--- src/rtl/job_sched_pkg.sv ---
// Shared types for the job scheduler: FSM states, job result codes and the
// error counter width with its saturating increment.
package job_sched_pkg;

  typedef enum logic [1:0] {
    ST_IDLE  = 2'd0,
    ST_START = 2'd1,
    ST_WAIT  = 2'd2,
    ST_CLEAR = 2'd3
  } state_e;

  typedef enum logic [1:0] {
    RES_OK  = 2'd0,
    RES_ERR = 2'd1,
    RES_TMO = 2'd2
  } result_e;

  localparam int ERR_CNT_W = 8;

  function automatic logic [ERR_CNT_W-1:0] sat_inc(input logic [ERR_CNT_W-1:0] v);
    return (&v) ? v : v + ERR_CNT_W'(1);
  endfunction

endpackage

--- src/rtl/job_scheduler_rr_arbiter.sv ---
// Combinational round-robin arbiter: the first set req bit found searching
// upward from ptr+1 with wrap-around wins.
module rr_arbiter #(
  parameter  int N_REQ = 4,
  localparam int PW    = $clog2(N_REQ)
) (
  input  logic [N_REQ-1:0] req,
  input  logic [PW-1:0]    ptr,
  output logic [N_REQ-1:0] gnt,
  output logic [PW-1:0]    idx
);

  int          k;
  logic [PW-1:0] k_idx;
  logic        found;

  always_comb begin
    gnt   = '0;
    idx   = '0;
    found = 1'b0;
    k     = 0;
    k_idx = '0;
    for (int i = 1; i <= N_REQ; i++) begin
      k     = (int'(ptr) + i) % N_REQ;
      k_idx = PW'(k);
      if (!found && req[k_idx]) begin
        found      = 1'b1;
        gnt[k_idx] = 1'b1;
        idx        = k_idx;
      end
    end
  end

endmodule

--- src/rtl/job_scheduler.sv ---
// Shares one start/done/error control unit among N_REQ requesters: round-robin
// grant, start pulse, watchdog-guarded wait, completion pulse and unit clear.
module job_scheduler
  import job_sched_pkg::*;
#(
  parameter  int N_REQ   = 4,
  parameter  int TIMEOUT = 255,
  localparam int TW      = $clog2(TIMEOUT + 1),
  localparam int PW      = $clog2(N_REQ)
) (
  input  logic                 clk,
  input  logic                 reset,
  input  logic [N_REQ-1:0]     req,
  output logic [N_REQ-1:0]     grant,
  output logic [N_REQ-1:0]     cpl,
  output logic                 cpl_err,
  output logic                 cpl_timeout,
  output logic                 unit_start,
  output logic                 unit_clr,
  input  logic                 unit_valid,
  input  logic                 unit_fault,
  output logic                 sched_busy,
  output logic [ERR_CNT_W-1:0] err_cnt,
  output logic [1:0]           dbg_state
);

  // Handshake: req is a level held by the requester until its one-cycle cpl
  // pulse; grant is held from START through CLEAR; unit_valid/unit_fault are
  // sticky unit status and are only looked at while in WAIT.

  state_e                 state_q, state_d;
  result_e                result_q, result_d;
  logic [N_REQ-1:0]       grant_q, grant_d;
  logic [PW-1:0]          ptr_q, ptr_d;
  logic [TW-1:0]          timer_q, timer_d;
  logic [ERR_CNT_W-1:0]   err_cnt_q, err_cnt_d;

  logic [N_REQ-1:0]       arb_gnt;
  logic [PW-1:0]          arb_idx;

  rr_arbiter #(.N_REQ(N_REQ)) u_arb (
    .req (req),
    .ptr (ptr_q),
    .gnt (arb_gnt),
    .idx (arb_idx)
  );

  always_comb begin
    state_d   = state_q;
    result_d  = result_q;
    grant_d   = grant_q;
    ptr_d     = ptr_q;
    timer_d   = timer_q;
    err_cnt_d = err_cnt_q;
    case (state_q)
      ST_IDLE: begin
        if (|req) begin
          grant_d = arb_gnt;
          ptr_d   = arb_idx;
          state_d = ST_START;
        end
      end
      ST_START: begin
        timer_d = '0;
        state_d = ST_WAIT;
      end
      ST_WAIT: begin
        timer_d = timer_q + TW'(1);
        // Fault outranks valid, and a real response outranks the watchdog.
        if (unit_fault) begin
          result_d = RES_ERR;
          state_d  = ST_CLEAR;
        end else if (unit_valid) begin
          result_d = RES_OK;
          state_d  = ST_CLEAR;
        end else if (timer_q == TW'(TIMEOUT - 1)) begin
          result_d = RES_TMO;
          state_d  = ST_CLEAR;
        end
      end
      ST_CLEAR: begin
        if (result_q != RES_OK) err_cnt_d = sat_inc(err_cnt_q);
        grant_d = '0;
        state_d = ST_IDLE;
      end
      default: state_d = ST_IDLE;
    endcase
  end

  always_ff @(posedge clk) begin
    if (reset) begin
      state_q   <= ST_IDLE;
      result_q  <= RES_OK;
      grant_q   <= '0;
      ptr_q     <= PW'(N_REQ - 1);
      timer_q   <= '0;
      err_cnt_q <= '0;
    end else begin
      state_q   <= state_d;
      result_q  <= result_d;
      grant_q   <= grant_d;
      ptr_q     <= ptr_d;
      timer_q   <= timer_d;
      err_cnt_q <= err_cnt_d;
    end
  end

  assign grant       = grant_q;
  assign cpl         = (state_q == ST_CLEAR) ? grant_q : '0;
  assign cpl_err     = (state_q == ST_CLEAR) && (result_q == RES_ERR);
  assign cpl_timeout = (state_q == ST_CLEAR) && (result_q == RES_TMO);
  assign unit_start  = (state_q == ST_START);
  assign unit_clr    = (state_q == ST_CLEAR);
  assign sched_busy  = (state_q != ST_IDLE);
  assign err_cnt     = err_cnt_q;
  assign dbg_state   = state_q;

endmodule

--- config.mk ---
export PLATFORM = sky130hd
export DESIGN_NAME = job_scheduler
export DESIGN_NICKNAME = d
export VERILOG_FILES = /design/src/rtl/job_sched_pkg.sv /design/src/rtl/job_scheduler_rr_arbiter.sv /design/src/rtl/job_scheduler.sv
export SDC_FILE = /design/constraint.sdc
export NUM_CORES = 1
export LEC_CHECK = 0
export BUFFER_PORTS_ARGS = -buffer_cell sky130_fd_sc_hd__clkbuf_2
export CORE_MARGIN = 2
export CORE_UTILIZATION = 49
export DETAILED_ROUTE_END_ITERATION = 10
export PLACE_DENSITY = 0.78
export REMOVE_ABC_BUFFERS = 1
export SYNTH_ARGS = -nofsm -noshare
export SYNTH_HDL_FRONTEND = slang
export SYNTH_SLANG_ARGS = --single-unit
--- constraint.sdc ---
create_clock -name clk -period 2.2 [get_ports clk]
set_clock_uncertainty 0.2 [all_clocks]
set_input_delay 0.11 -clock clk [delete_from_list [all_inputs] [get_ports clk]]
set_output_delay 0.11 -clock clk [all_outputs]
set_load 0.02 [all_outputs]
# Word-level counts from Yosys, hierarchy flattened
# Index checks and enable logic that the tools add are counted.
# Widths: inputs -> output; s select.
[op_classes] muxes=39 magnitude_cmp=8 bitwise_logic=4 n_addsub=6 n_reduce_logical=25 eq_ne=8
[op_table] cell="$mux 4" count=6
[op_table] cell="$mux 2" count=11
[op_table] cell="$add 8x1->8 const B" count=2
[op_table] cell="$pmux 8 s2" count=1
[op_table] cell="$lt 2x3->1 const B" count=4
[op_table] cell="$or 4x4->4" count=3
[op_table] cell="$mux 1" count=11
[op_table] cell="$logic_and 1x1->1" count=9
[op_table] cell="$bmux 1 s2" count=4
[op_table] cell="$demux 1 s2" count=4
[op_table] cell="$eq 8x8->1 const B" count=1
[op_table] cell="$ge 2x1->1 const B" count=4
[op_table] cell="$pmux 2 s4" count=1
[op_table] cell="$pmux 4 s2" count=1
[op_table] cell="$reduce_and 2->1" count=4
[op_table] cell="$reduce_and 8->1" count=1
[op_table] cell="$reduce_bool 2->1" count=4
[op_table] cell="$eq 2x2->1 const B" count=3
[op_table] cell="$add 2x1->2 const B" count=2
[op_table] cell="$add 2x2->2 const B" count=2
[op_table] cell="$eq 2x1->1 const B" count=2
[op_table] cell="$ne 4x4->1 const B" count=1
[op_table] cell="$reduce_or 4->1" count=1
[op_table] cell="$logic_not 1->1" count=3
[op_table] cell="other kinds (5)" count=5
[word_totals] out_inout_bits=23 wordCells=96 ff_bits=26

# Depth between registers and ports, before layout
[logic_depth] ltp_word=15 ltp_mapped=8 depth_no_buf=7

# Cells and area by module
# From an unflattened synthesis, not the netlist that was laid out.
[unflattened] cells_unflattened=211 area_unflattened_um2=1835.5
[by_module_without_submodules] module="job_scheduler" cells_per_inst=143 instances=1 seq_area_each_um2=520.5 area_per_inst_um2=1290.0
[by_module_without_submodules] module="rr_arbiter" cells_per_inst=68 instances=1 seq_area_each_um2=0.0 area_per_inst_um2=545.5

# Worst setup path before layout
# No wires, ideal clock.
[synth_timing] path_type="flip-flop to flip-flop" start="reg ptr_q[0]" end="reg grant_q[2], in the netlist grant[2]" required_ns=1.878 path_stages_with_launch=9 arrival_time_ns=1.986 slack_ns=-0.107 synth_period_minus_slack_ns=2.307 cell_sequence="dfxtp_1 -> buf_6 -> inv_1 -> ha_1 -> mux4_2 -> nor2b_4 -> a221oi_1 -> nor3_1 -> a221o_1"
[synth_between] elab_chain_cells=15 word_cells_on_any_way=50
[synth_rtl] item="start, declared" line="job_scheduler.sv:34" text="logic [PW-1:0] ptr_q, ptr_d;"
[synth_rtl] item="start signal, assigned" line="job_scheduler.sv:95" text="ptr_q <= PW'(N_REQ - 1);"
[synth_rtl] item="start signal, assigned" line="job_scheduler.sv:102" text="ptr_q <= ptr_d;"
[synth_rtl] item="parallel branches: the longest is 12 deep, another holds $lt 2x3->1"
[synth_rtl] item="$mux 4 *" line="job_scheduler_rr_arbiter.sv:26" text="if (!found && req[k_idx]) begin"
[synth_rtl] item="$mux 4 *" line="job_scheduler.sv:57" text="if (|req) begin"
[synth_rtl] item="$pmux 4 s2 *" line="job_scheduler.sv:55" text="case (state_q)"
[synth_rtl] item="end signal, assigned" line="job_scheduler.sv:101" text="grant_q <= grant_d;"
[synth_rtl] item="end, declared" line="job_scheduler.sv:33" text="logic [N_REQ-1:0] grant_q, grant_d;"
# Mark *: on every way between the ends. The select of a mux whose other input is x is not followed.
# A chain may end at the register's enable or synchronous reset.

# Worst setup path after layout
[layout_timing] start="reg ptr_q[1]" end="reg grant_q[1], in the netlist grant[1]"
# The elaborated chain is that of the path after synthesis.

==> impl_metrics.yaml <==
status:
  status: "finished clean"
die:
  die_h_um: 61.33
  die_area_um2: 3761
  initial_core_util: 0.5232
  ioPinCount: 31
  fp-row-count: 20
  coreArea_um2: 3078
  die_w_um: 61.33
critical_path:
  path_buf_inv: 1
  cp-start-kind: "register"
  critPathMaxFanout: 7
  cpLargestDelayFamily: "compound AO/OA/AOI/OAI gates"
  critPathCaptureType: "register"
  slowest_delay_ns: 0.36
  cp_cell_sequence: "inv_1 -> ha_4 -> mux4_2 -> nor2b_4 -> a221oi_2 -> nor3_2 -> a221o_1"
  crit_arrival_ns: 2.14
  critical_path_class: "reg -> reg"
  crit_slowest_cell: "dfxtp_1"
  critPathRequiredTime_ns: 2.22
clock_tree:
  path_clk_slew_ns: 0.14
  h-tree-depth: 1
  cts_sinks: 26
  clockBufferDepth: 2
  cts_inserted_buffers: 3
  cts_tree: "yes"
  root_buffer: "clkbuf_4"
  clock_latency_ns: 0.31
detailed_routing:
  routed_via_density: 5.212
  antenna_left: 0
  drt-pass1-iter-count: 4
  drtIter0Drc: 67
  wl_per_cell_um: 12.30
  routed_wl_mm: 3.246
  drc: 0
  via_count: 1376
power_and_ir_drop:
  pwr-share-clk: 0.110
  swShare: 0.4218
  power.switching_mw: 0.9137
  p_int_mw: 1.252
  leakage_nw: 0.8959
  power_frac_seq: 0.289
  pwr-share-comb: 0.601
  power_density_nw_per_um2: 1087
  ir_worst_vdd_mv: 0.7794
  total_power_mw: 2.166
sta:
  maxSlewViolCount: 0
  fmax_mhz: 470.3
  finalHoldViolCount: 0
  slew_headroom: 0.7148
  worst_pin_slew_ns: 0.4239
  timing.final.crit_share: 0.9665
  setup_viol: 0
  finalSetupTns_ns: 0
  rsz0062_at_grt: "false"
  finalCriticalPeriod_ns: 2.126
logic_synthesis:
  postSynthCellCount: 178
  ys_seq_area_frac: 0.3232
  synth-seq-cells: 26
  syn_area_per_cell_um2: 9.047
  ys_types: 39
  ys_warn_count: 0
  synthesis.area_um2: 1610
placement:
  gp_congestion: 0.8301
  io_buffers: 30
  dp_hpwl_mm: 2.342
worst_hold_path:
  worstHoldPathType: "in -> reg"
finish:
  antenna_cells: 0
  fillers: 256
  layout-drive-gt1-share: 0.2727
  area_delta_synth_final_pct: 23.70
  finalNetCount: 245
grt:
  grtUsageTotal: 0.1844
  grt_max_degree: 20
  grt_pass1_wl_mm: 5.306
  antenna_found_initial: 0
  grt_pass1_vias: 1211
  grt-ovfl-total: 0
run:
  cap_violations: 0
-- synthesized netlist by cell type --
library cell | count | area (um2)
nand3_1 | 1 | 5.000
and2_1 | 4 | 25.02
a31oi_1 | 1 | 6.260
nor2b_1 | 4 | 25.02
o21ai_1 | 1 | 5.000
nor2_1 | 26 | 97.59
nand2b_1 | 2 | 12.51
and3b_1 | 1 | 8.760
or3_1 | 1 | 6.260
o31ai_1 | 2 | 15.01
xor2_1 | 10 | 87.58
o21ba_1 | 1 | 10.01
mux4_2 | 3 | 67.56
a221oi_1 | 5 | 43.79
or2_2 | 1 | 6.260
mux2i_1 | 3 | 30.03
mux2_2 | 2 | 22.52
a21o_1 | 1 | 7.510
nor3b_1 | 1 | 7.510
mux4_1 | 1 | 26.28
nor3_1 | 5 | 25.02
clkbuf_1 | 1 | 3.750
o21ai_0 | 5 | 25.02
a21oi_1 | 9 | 45.04
a22oi_1 | 1 | 7.510
ha_1 | 16 | 200.2
nor3_4 | 1 | 16.27
buf_6 | 1 | 11.26
nor4_1 | 1 | 6.260
nand4_1 | 7 | 43.79
nor2b_4 | 1 | 13.76
a221o_1 | 4 | 40.04
xnor2_1 | 3 | 26.28
and3_1 | 3 | 18.77
buf_1 | 1 | 3.750
nand2_1 | 11 | 41.29
dfxtp_1 | 26 | 520.5
or2_4 | 1 | 8.760
inv_1 | 10 | 37.54
-- layer usage --
| metal | up-vias | track usage | part of all wire |
|---|---|---|---|
| li1 | 712 | - | - |
| met1 | 634 | 0.2682 | 0.50 |
| met2 | 28 | 0.2842 | 0.45 |
| met3 | 2 | 0.02521 | 0.035 |
| met4 | 0 | 0.05590 | 0.0083 |
| met5 | - | 0 | 0 |
-- timing repair --
item | 4_1_cts | 5_1_grt
setup buffers | 0 | 3
endpoints found under the setup margin | 3 | 5
pin swaps | 0 | 1
hold endpoints to repair | 2 | 0
resized for setup | 1 | 8
hold buffers | 2 | 0
-- worst register-to-register path, delay by kind of cell (launching register included) --
kind                     cells  cell delay [ns]
AND/OR/NAND/NOR              2             0.26
buffers and inverters        1             0.08
adder cells (fa/ha/maj)      1             0.29
AO/OA/AOI/OAI                2             0.55
multiplexers                 1             0.31
flip-flops                   1             0.36
-- worst paths after layout --
check | start | slack, ns | to | cells after the start
hold / removal | reset | 0.03 | err_cnt[5] | 2
setup reg to reg | ptr_q[1] | 0.07 | grant[1] | 7
setup / recovery | ptr_q[1] | 0.07 | grant[1] | 7
hold reg to reg | timer_q[6] | 0.30 | timer_q[6] | 2
-- final cells by class --
class / instances / area (um2) / area share
clock buffers: 4 / 36.28 / 0.01822
inverters: 10 / 37.54 / 0.01884
multi-input cells: 139 / 1076 / 0.5402
flip-flops and latches: 26 / 524.3 / 0.2632
well taps: 44 / 55.05 / 0.02764
repair buffers: 41 / 262.8 / 0.1319
-- power groups by stage --
stage | sequential [mW] | clock (mW) | combinational (mW)
3_3_place_gp | 0.629 | 0 | 1.11
6_report | 0.626 | 0.238 | 1.30
3_5_place_dp | 0.634 | 0 | 1.11
4_1_cts | 0.624 | 0.245 | 1.12
5_1_grt | 0.642 | 0.261 | 1.42
2_1_floorplan | 0.716 | 0 | 0.723
-- placed cells by master (no fill, tap or decap), drive strengths merged, types with 3 or more instances in the layout --
master  netlist  final
mux4          4      4
buf           2      9
ha           16     16
nand2        11     11
nor2         26     26
a221o         4      4
nor2b         5      5
inv          10     10
a21oi         9      9
xnor2         3      3
and3          3      3
nand4         7      7
clkbuf        1     34
dfxtp        26     26
xor2         10     10
nor3          6      6
a221oi        5      5
and2          4      4
mux2i         3      3
o21ai         6      6
-- cell families (layout without fill, tap and decap cells) --
family	count (synthesis)	in the layout	share of synthesized area
mux	9	9	0.09091
fa+ha+maj	16	16	0.1243
flops	26	26	0.3232
compound gates	30	30	0.1274
simple gates	71	71	0.2284
buf+inv	13	55	0.03496
xor+xnor	13	13	0.07071
-- sequential cells by signal, summed over array words and instances (netlist names) --
| signal | count |
|---|---|
| dbg_state | 2 |
| err_cnt | 8 |
| grant | 4 |
| ptr_q | 2 |
| result_q | 2 |
| timer_q | 8 |
-- through the flow --
step,util,setup WS (ns),hold slack (ns),instance area [um2],instances
after floorplan,-,-0.2509,-0.01762,1592,175
after global placement,0.6024,0.07941,0.1914,1854,255
after detailed placement,0.6024,0.02807,0.2014,1854,255
after CTS,0.6211,0.03530,0.01911,1912,261
after global routing,0.6472,0.006186,0.03170,1992,264
final,0.6472,0.07373,0.03472,1992,264
No activity file was read; power rests on OpenSTA's default activity.
